File: src/rtl/link_pkg.sv
// Shared types and constants for the serial link partner model.
package link_pkg;

  typedef enum logic [1:0] {
    GEN_IDLE,
    GEN_LOW,
    GEN_HIGH
  } link_gen_t;

  typedef logic [2:0] link_bitcnt_t;

  localparam logic [7:0]   LINK_IDLE_BYTE = 8'hFF;
  localparam link_bitcnt_t LINK_LAST_BIT  = 3'd7;

endpackage

File: src/rtl/link_sync_edge.sv
// Multi-stage synchronizer for an asynchronous pin, with single-cycle rise/fall strobes.
module link_sync_edge #(
  parameter int unsigned STAGES    = 2,
  parameter logic        RESET_VAL = 1'b1
) (
  input  logic clk,
  input  logic reset,
  input  logic d,
  output logic q,
  output logic rise_c,
  output logic fall_c
);

  logic [STAGES-1:0] sync_q;
  logic              prev_q;

  always_ff @(posedge clk or posedge reset) begin
    if (reset) begin
      sync_q <= {STAGES{RESET_VAL}};
      prev_q <= RESET_VAL;
    end else begin
      sync_q <= {sync_q[STAGES-2:0], d};
      prev_q <= sync_q[STAGES-1];
    end
  end

  assign q      = sync_q[STAGES-1];
  assign rise_c = sync_q[STAGES-1] & ~prev_q;
  assign fall_c = ~sync_q[STAGES-1] & prev_q;

endmodule

File: src/rtl/link_partner.sv
// Far end of the serial link cable: clocks a byte back to the console (passive)
// or generates SCK itself (active). MSB first, shift on SCK fall, sample on SCK rise.
module link_partner
  import link_pkg::*;
#(
  parameter int unsigned SCK_HALF_PERIOD = 256,
  parameter int unsigned SYNC_STAGES     = 2,
  parameter logic [7:0]  IDLE_BYTE       = LINK_IDLE_BYTE,
  parameter int unsigned TIMEOUT         = 65535
) (
  input  logic       clk,
  input  logic       reset,
  input  logic       active_mode,
  input  logic       start,
  input  logic       sck_in,
  input  logic       so_in,
  output logic       sck_out,
  output logic       sck_oe,
  output logic       si_out,
  input  logic [7:0] tx_data,
  input  logic       tx_valid,
  output logic       tx_ready,
  output logic [7:0] rx_data,
  output logic       rx_valid,
  output logic       rx_err,
  output logic       busy
);

  localparam int unsigned        HALF_W    = $clog2(SCK_HALF_PERIOD);
  localparam logic [HALF_W-1:0]  HALF_LAST = HALF_W'(SCK_HALF_PERIOD - 1);
  localparam int unsigned        TO_W      = 16;
  localparam logic [TO_W-1:0]    TO_MAX    = TO_W'(TIMEOUT);
  localparam logic [TO_W-1:0]    TO_LAST   = TO_W'(TIMEOUT - 1);
  localparam logic               TO_EN     = (TIMEOUT != 0);

  logic sck_rise_c, sck_fall_c, so_sync;
  logic sck_level_unused, so_rise_unused, so_fall_unused;

  link_gen_t         gen_q, gen_d;
  logic [HALF_W-1:0] half_q, half_d;
  logic              sck_out_d, sck_oe_d;
  logic              gen_rise_c, gen_fall_c;

  link_bitcnt_t      cnt_q;
  logic [7:0]        tx_sr_q, rx_sr_q, hold_data_q;
  logic              hold_full_q, tx_loaded_q, mode_q;
  logic [TO_W-1:0]   to_cnt_q;

  logic       rise_ev_c, fall_ev_c, abort_c, timeout_hit_c, reload_c;
  logic       accept_c, promote_c;
  logic [7:0] reload_byte_c, rx_next_c;

  link_sync_edge #(.STAGES(SYNC_STAGES), .RESET_VAL(1'b1)) u_sck_sync (
    .clk    (clk),
    .reset  (reset),
    .d      (sck_in),
    .q      (sck_level_unused),
    .rise_c (sck_rise_c),
    .fall_c (sck_fall_c)
  );

  link_sync_edge #(.STAGES(SYNC_STAGES), .RESET_VAL(1'b1)) u_so_sync (
    .clk    (clk),
    .reset  (reset),
    .d      (so_in),
    .q      (so_sync),
    .rise_c (so_rise_unused),
    .fall_c (so_fall_unused)
  );

  assign busy     = (cnt_q != '0) || (gen_q != GEN_IDLE);
  assign tx_ready = ~hold_full_q;
  assign si_out   = tx_sr_q[7];

  assign rise_ev_c     = active_mode ? gen_rise_c : sck_rise_c;
  assign fall_ev_c     = active_mode ? gen_fall_c : sck_fall_c;
  assign timeout_hit_c = TO_EN && !active_mode && (cnt_q != '0) && !sck_rise_c &&
                         !sck_fall_c && (to_cnt_q == TO_LAST);
  assign abort_c       = ((active_mode != mode_q) && busy) || timeout_hit_c;
  assign reload_c      = abort_c || (rise_ev_c && (cnt_q == LINK_LAST_BIT));
  assign reload_byte_c = hold_full_q ? hold_data_q : IDLE_BYTE;
  assign rx_next_c     = {rx_sr_q[6:0], so_sync};
  assign accept_c      = tx_valid && !hold_full_q;
  // An idle shifter still holding the open-cable byte picks up a freshly buffered byte.
  assign promote_c     = !busy && hold_full_q && !tx_loaded_q && !rise_ev_c;

  // SCK generator state register
  always_ff @(posedge clk or posedge reset) begin
    if (reset) begin
      gen_q   <= GEN_IDLE;
      half_q  <= '0;
      sck_out <= 1'b1;
      sck_oe  <= 1'b0;
    end else begin
      gen_q   <= gen_d;
      half_q  <= half_d;
      sck_out <= sck_out_d;
      sck_oe  <= sck_oe_d;
    end
  end

  // SCK generator next state; the cycle sck_out changes is the edge event
  always_comb begin
    gen_d      = gen_q;
    half_d     = HALF_W'(half_q + 1'b1);
    sck_out_d  = sck_out;
    sck_oe_d   = sck_oe;
    gen_rise_c = 1'b0;
    gen_fall_c = 1'b0;
    if (abort_c) begin
      gen_d     = GEN_IDLE;
      half_d    = '0;
      sck_out_d = 1'b1;
      sck_oe_d  = 1'b0;
    end else begin
      case (gen_q)
        GEN_IDLE: begin
          half_d = '0;
          if (start && active_mode && !busy) begin
            gen_d     = GEN_LOW;
            sck_out_d = 1'b0;
            sck_oe_d  = 1'b1;
          end
        end
        GEN_LOW: begin
          if (half_q == HALF_LAST) begin
            gen_d      = GEN_HIGH;
            half_d     = '0;
            sck_out_d  = 1'b1;
            gen_rise_c = 1'b1;
          end
        end
        GEN_HIGH: begin
          if (half_q == HALF_LAST) begin
            half_d = '0;
            if (cnt_q != '0) begin
              gen_d      = GEN_LOW;
              sck_out_d  = 1'b0;
              gen_fall_c = 1'b1;
            end else begin
              gen_d    = GEN_IDLE;
              sck_oe_d = 1'b0;
            end
          end
        end
        default: begin
          gen_d     = GEN_IDLE;
          sck_out_d = 1'b1;
          sck_oe_d  = 1'b0;
        end
      endcase
    end
  end

  // Shift registers, bit counter, holding register and passive timeout
  always_ff @(posedge clk or posedge reset) begin
    if (reset) begin
      cnt_q       <= '0;
      tx_sr_q     <= IDLE_BYTE;
      rx_sr_q     <= '0;
      hold_data_q <= '0;
      hold_full_q <= 1'b0;
      tx_loaded_q <= 1'b0;
      mode_q      <= 1'b0;
      to_cnt_q    <= '0;
      rx_data     <= '0;
      rx_valid    <= 1'b0;
      rx_err      <= 1'b0;
    end else begin
      mode_q   <= active_mode;
      rx_valid <= 1'b0;
      rx_err   <= 1'b0;

      if (accept_c) begin
        hold_data_q <= tx_data;
        hold_full_q <= 1'b1;
      end else if ((reload_c || promote_c) && hold_full_q) begin
        hold_full_q <= 1'b0;
      end

      if (abort_c) begin
        cnt_q       <= '0;
        rx_sr_q     <= '0;
        rx_err      <= 1'b1;
        tx_sr_q     <= reload_byte_c;
        tx_loaded_q <= hold_full_q;
      end else if (rise_ev_c) begin
        rx_sr_q <= rx_next_c;
        cnt_q   <= link_bitcnt_t'(cnt_q + 3'd1);
        if (cnt_q == LINK_LAST_BIT) begin
          rx_data     <= rx_next_c;
          rx_valid    <= 1'b1;
          tx_sr_q     <= reload_byte_c;
          tx_loaded_q <= hold_full_q;
        end
      end else if (fall_ev_c && (cnt_q != '0)) begin
        tx_sr_q <= {tx_sr_q[6:0], 1'b0};
      end else if (promote_c) begin
        tx_sr_q     <= hold_data_q;
        tx_loaded_q <= 1'b1;
      end

      if (abort_c || active_mode || (cnt_q == '0) || sck_rise_c || sck_fall_c) begin
        to_cnt_q <= '0;
      end else if (to_cnt_q != TO_MAX) begin
        to_cnt_q <= to_cnt_q + 16'd1;
      end
    end
  end

endmodule

File: config.mk
export PLATFORM = sky130hd
export DESIGN_NAME = link_partner
export DESIGN_NICKNAME = d
export VERILOG_FILES = /design/src/rtl/link_pkg.sv /design/src/rtl/link_sync_edge.sv /design/src/rtl/link_partner.sv
export SDC_FILE = /design/constraint.sdc
export NUM_CORES = 1
export LEC_CHECK = 0
export CAP_MARGIN = 20
export CORE_ASPECT_RATIO = 0.75
export CORE_UTILIZATION = 31
export CTS_CLUSTER_DIAMETER = 80
export DETAILED_ROUTE_END_ITERATION = 7
export PLACE_DENSITY_LB_ADDON = 0.2
export SYNTH_ARGS = -nofsm -noshare
export SYNTH_HDL_FRONTEND = slang
export SYNTH_SLANG_ARGS = --single-unit
File: constraint.sdc
create_clock -name clk -period 4.33 [get_ports clk]
set_input_delay 0.866 -clock clk [delete_from_list [all_inputs] [get_ports clk]]
set_output_delay 0.866 -clock clk [all_outputs]
set_load 0.02 [all_outputs]
# --- After elaboration in Yosys (flattened, before gate mapping) ---
# Cells that the tools add are included.
word_totals:
  regBits: 72
  input_bits: 15
  output_inout_bits: 15
op_classes:
  add_sub_neg: 3
  eq_ne: 15
  mux: 52
  bitwise: 6
  n_reduce_logical: 45
ops:
  columns: ["op", "n"]
  rows:
  - ["$mux 8", 8]
  - ["$mux 16", 2]
  - ["$mux 1", 30]
  - ["$ne 3x3->1 const B", 6]
  - ["$add 16x1->16 const B", 1]
  - ["$eq 16x16->1 const B", 1]
  - ["$ne 16x16->1 const B", 1]
  - ["$pmux 8 s2", 1]
  - ["$logic_and 1x1->1", 14]
  - ["$mux 7", 2]
  - ["$reduce_and 3->1", 3]
  - ["$add 8x1->8 const B", 1]
  - ["$eq 8x8->1 const B", 1]
  - ["$logic_or 1x1->1", 8]
  - ["$mux 2", 4]
  - ["$reduce_and 4->1", 2]
  - ["$reduce_bool 2->1", 4]
  - ["$logic_not 1->1", 7]
  - ["$mux 3", 2]
  - ["$pmux 1 s3", 2]
  - ["$pmux 2 s3", 1]
  - ["$reduce_bool 3->1", 2]
  - ["$not 1->1", 4]
  - ["$reduce_bool 4->1", 1]
  - ["12 further kinds", 13]

# --- Longest topological paths before layout ---
logic_depth:
  ltp_word: 15
  ltp_mapped: 9
  depth_no_buf: 8

# --- By module ---
# From an unflattened synthesis, not the netlist that was laid out.
unflattened:
  hier_cells: 321
  area_unflattened_um2: 3422.0
modules_own_cells:
  columns: ["module", "n_inst", "cells_per_inst", "area_each_um2", "seq_area_each_um2"]
  rows:
  - ["link_partner", 1, 309, 3226.8, 1687.9]
  - ["link_sync_edge", 2, 6, 97.6, 78.8]

# --- Worst setup path before layout ---
# Ideal clock, no wire load.
synth_timing:
  path_kind: "input to register"
  start: "in active_mode"
  end: "reg tx_sr_q[1]"
  setup_ps: 82
  arrival_ps: 2488
  t_required_ps: 4248
  slack_ps: 1760
  cell_stages: 6
  cell_sequence: "clkbuf_1 -> or3_1 -> o41ai_4 -> buf_6 -> o21bai_4 -> mux2_2"
synth_via:
  elab_chain_cells: 12
  elab_cells_between_ends: 21
synth_rtl:
  columns: ["element", "line_no", "text"]
  rows:
  - ["start, declared", "link_partner.sv:13", "input logic active_mode,"]
  - ["$logic_not 1->1", "link_partner.sv:77", "assign timeout_hit_c = TO_EN && !active_mode && (cnt_q != '0) && !sck_rise_c &&"]
  - ["$logic_and 1x1->1 (3 in series)", "link_partner.sv:77", null]
  - ["$logic_and 1x1->1", "link_partner.sv:78", "!sck_fall_c && (to_cnt_q == TO_LAST);"]
  - ["$logic_or 1x1->1", "link_partner.sv:79", "assign abort_c = ((active_mode != mode_q) && busy) || timeout_hit_c;"]
  - ["$mux 1", "link_partner.sv:110", "if (abort_c) begin"]
  - ["$mux 1 (on tied branches)", "link_partner.sv:76, link_partner.sv:75", null]
  - ["$logic_and 1x1->1 or $logic_not 1->1 (tied branches)", "link_partner.sv:196, link_partner.sv:85", null]
  - ["$mux 8 or $logic_and 1x1->1 (tied branches)", "link_partner.sv:196, link_partner.sv:85", null]
  - ["$mux 8 or $reduce_bool 4->1 (tied branches)", null, null]
  - ["$mux 8 or $reduce_and 2->1 (tied branches)", null, null]
  - ["end signal, assigned", "link_partner.sv:185", "tx_sr_q <= reload_byte_c;"]
  - ["end signal, assigned", "link_partner.sv:197", "tx_sr_q <= {tx_sr_q[6:0], 1'b0};"]
  - ["end signal, assigned", "link_partner.sv:199", "tx_sr_q <= hold_data_q;"]
  - ["end, declared", "link_partner.sv:45", "logic [7:0] tx_sr_q, rx_sr_q, hold_data_q;"]
# Parallel ways exist; a longest one is shown, timed or not.
# A chain may end at the register's enable or synchronous reset.

# --- Worst setup path in the final report ---
layout_timing:
  start: "in active_mode"
  end: "reg gen_q[0]"
layout_via:
  elab_chain_cells: 8
  elab_cells_between_ends: 15
layout_rtl:
  columns: ["element", "line_no", "text"]
  rows:
  - ["$logic_not 1->1", "link_partner.sv:77", null]
  - ["$logic_and 1x1->1 (3 in series)", "link_partner.sv:77", null]
  - ["$logic_and 1x1->1", "link_partner.sv:78", null]
  - ["$logic_or 1x1->1", "link_partner.sv:79", null]
  - ["$ne 3x3->1 (no source line)", null, null]
  - ["$reduce_and 3->1 (no source line)", null, null]
  - ["end signal, assigned", "link_partner.sv:95", "gen_q <= gen_d;"]
  - ["end, declared", "link_partner.sv:39", "link_gen_t gen_q, gen_d;"]
# Parallel ways exist; a longest one is shown, timed or not.

==> results.ini <==
[placed_design]
dp_hpwl_mm = 4.62
place_area_um2 = 3940
gp_congestion = 0.754
port_buffers = 29
placed_cells = 485

[synth]
synth_edf_count = 0
synth_nets = 348
synthMuxAreaShare = 0.0807
netlist_instances = 323
synthAdderAreaFrac = 0.0360
synth_top_family_by_area = simple AND/OR/NAND/NOR gates
synth-simple-area-share = 0.158
syn_area_um2 = 3470
syn-mean-instance-area_um2 = 10.8
synth_compound_area_frac = 0.112
ys_seq_elements = 72
synth-seq-area-share = 0.524
async_flop_share = 1.00
synthXorXnorAreaFrac = 0.0479
ys.warnings.count = 0
synthFlopType = dfrtp_1
ys_types = 49

[final_layout]
n_fill_cell = 1115
fin_nets = 381
instances_no_fill = 501
layout_common_cells = 58 x dfrtp_1, 40 x nor2_1, 29 x clkdlybuf4s50_1
antennaDiodeCount = 0
final_design_area_no_fill_um2 = 4210
final_common_cell = dfrtp_1
syn2layout_area_growth_pct = 21.3
utilization = 0.387
drive_above_1_share = 0.177

[setup_path]
reg2reg_slack_ns = 1.51
arrival_ns = 3.39
cp-startpoint = active_mode
start_kind = input pin
end_kind = register
critPathCapture = gen_q[0]
cp_slowest_stage_delay_ns = 0.67
crit_slowest_cell = o41ai_4
rr_startpoint = cnt_q[0]
cp.required_ns = 4.56
path_cells = clkdlybuf4s50_1, or3_1, o41ai_4, buf_4, a21o_4, nor2_1, a2111oi_4
r2r_end = gen_q[0]
cp_max_fo = 12
critical_path_class = input pin to register
rr_worst_depth = 9

[route]
vias = 2379
wire_per_inst_um = 13.5
via_per_inst = 4.75
drtIter0Drc = 120
drc = 0
first_pass_iters = 4
finalWirelength_mm = 6.75
antenna_left = 0

[clocking]
cts_root_buffer = clkbuf_16
cts_max_level = 3
cts_resized = 0
cts_setup_buffers = 0
cts.clk_slew.worst_paths_ns = 0.05
cts_tree = built
cts_buffer_depth = 2
clk_latency_ns = 0.34
hold_buffers = 0
cts_made_buffers = 9
clock_sinks = 72

[floorplan]
start_util = 0.319
ios = 30
die-area_um2 = 11600
die_w_um = 124
fp-row-count = 33
core-area_um2 = 10900
die_h_um = 93.7

[power]
power_density_nw_per_um2 = 549
vdd_drop_max_mv = 0.356
power_leakage_nw = 1.79

[timing]
hold_slack_ns = 0.354
finalCritPeriodShare = 0.730
slew_headroom = 0.528
final-setup-viol-count = 0
rsz0062_at_grt = false
final.min_clock_period_ns = 3.16
worst_slew_pin_slew_ns = 0.705
max_freq_mhz = 317
clock-skew-final_ns = 0.00664
final_max_slew_viol_count = 0
finalHoldViolations = 0
finalSetupTns_ns = 0

[global_routing]
grt_pass1_vias = 2390
overflow = 0
grt_pass1_wl_mm = 11.8
track_usage = 0.130
grt_max_degree = 33
antenna_found_initial = 0

[job]
cap_viol_max_count = 0

[worst_hold_path]
min_path_type = register to register

[status]
status = completed

metrics by stage:
step	total power, W	setup slack, ns
floorplan	0.00145	1.66
global placement	0.00164	0.856
detailed placement	0.00165	0.801
CTS	0.00235	1.15
global route	0.00247	1.02
finish	0.00232	1.17
power by group:
group	leakage, nW	switching (W)	internal [W]
logic	0.735	0.000404	0.000321
clock network	0.129	0.000291	0.000389
registers	0.930	0.0000734	0.000837
worst min path at each step:
stage          slack [ns]                  from  cells past startpoint                   end
2_1_floorplan        0.35  u_sck_sync.sync_q[0]                      0  u_sck_sync.sync_q[1]
3_3_place_gp         0.35   u_so_sync.sync_q[0]                      0   u_so_sync.sync_q[1]
6_report             0.35  u_sck_sync.sync_q[0]                      0  u_sck_sync.sync_q[1]
5_1_grt              0.36  u_sck_sync.sync_q[0]                      0  u_sck_sync.sync_q[1]
4_1_cts              0.36  u_sck_sync.sync_q[0]                      0  u_sck_sync.sync_q[1]
3_5_place_dp         0.35   u_so_sync.sync_q[0]                      0   u_so_sync.sync_q[1]
synthesized netlist by cell type, drive strengths merged (9+ instances only):
master,number,area share
nor2,41,0.046
inv,20,0.022
ha,10,0.036
nand2,23,0.025
dfstp,14,0.11
dfrtp,58,0.42
mux2i,10,0.029
a31oi,9,0.016
xor2,14,0.035
o21ai,13,0.020
a21oi,11,0.017
mux2,16,0.052
worst max-delay path, delay by kind of cell:
kind | cells | cell delay (ns)
AOI/OAI and AO/OA | 3 | 1.10
buffers and inverters | 2 | 0.87
and+or+nand+nor | 2 | 0.54
cells by family (layout without fill, tap and decap cells):
logic type	count (synthesis)	after routing
compound gates	50	50
xor+xnor	19	19
fa+ha+maj	10	10
buf+inv	34	72
flops	72	72
mux	26	26
simple gates	112	112
cell type report:
type                       count  area [µm²]  share of cell area
clock buffer                  10         229              0.0543
multi-input combinational    217        1530               0.362
sequential                    72        1820               0.432
timing repair buffer          36         343              0.0814
inverter                      20        75.1              0.0178
tap                          140         175              0.0416
clock inverter                 6        46.3              0.0110
sequential cells by signal, indices dropped and copies added (netlist names), 2 cells and up:
name	flops
hold_data_q	8
cnt_q	3
to_cnt_q	16
u_sck_sync.sync_q	2
u_so_sync.sync_q	2
gen_q	2
tx_sr_q	8
rx_sr_q	7
rx_data	8
half_q	8
per-layer routing:
layer  up-vias  share of wire  track usage
li1       1188              -            -
met1      1140           0.52        0.176
met2        40           0.42        0.187
met3        11          0.040       0.0427
met4         0          0.017       0.0602
met5         -              0            0
Note: power is estimated with default switching activity, not from simulation.
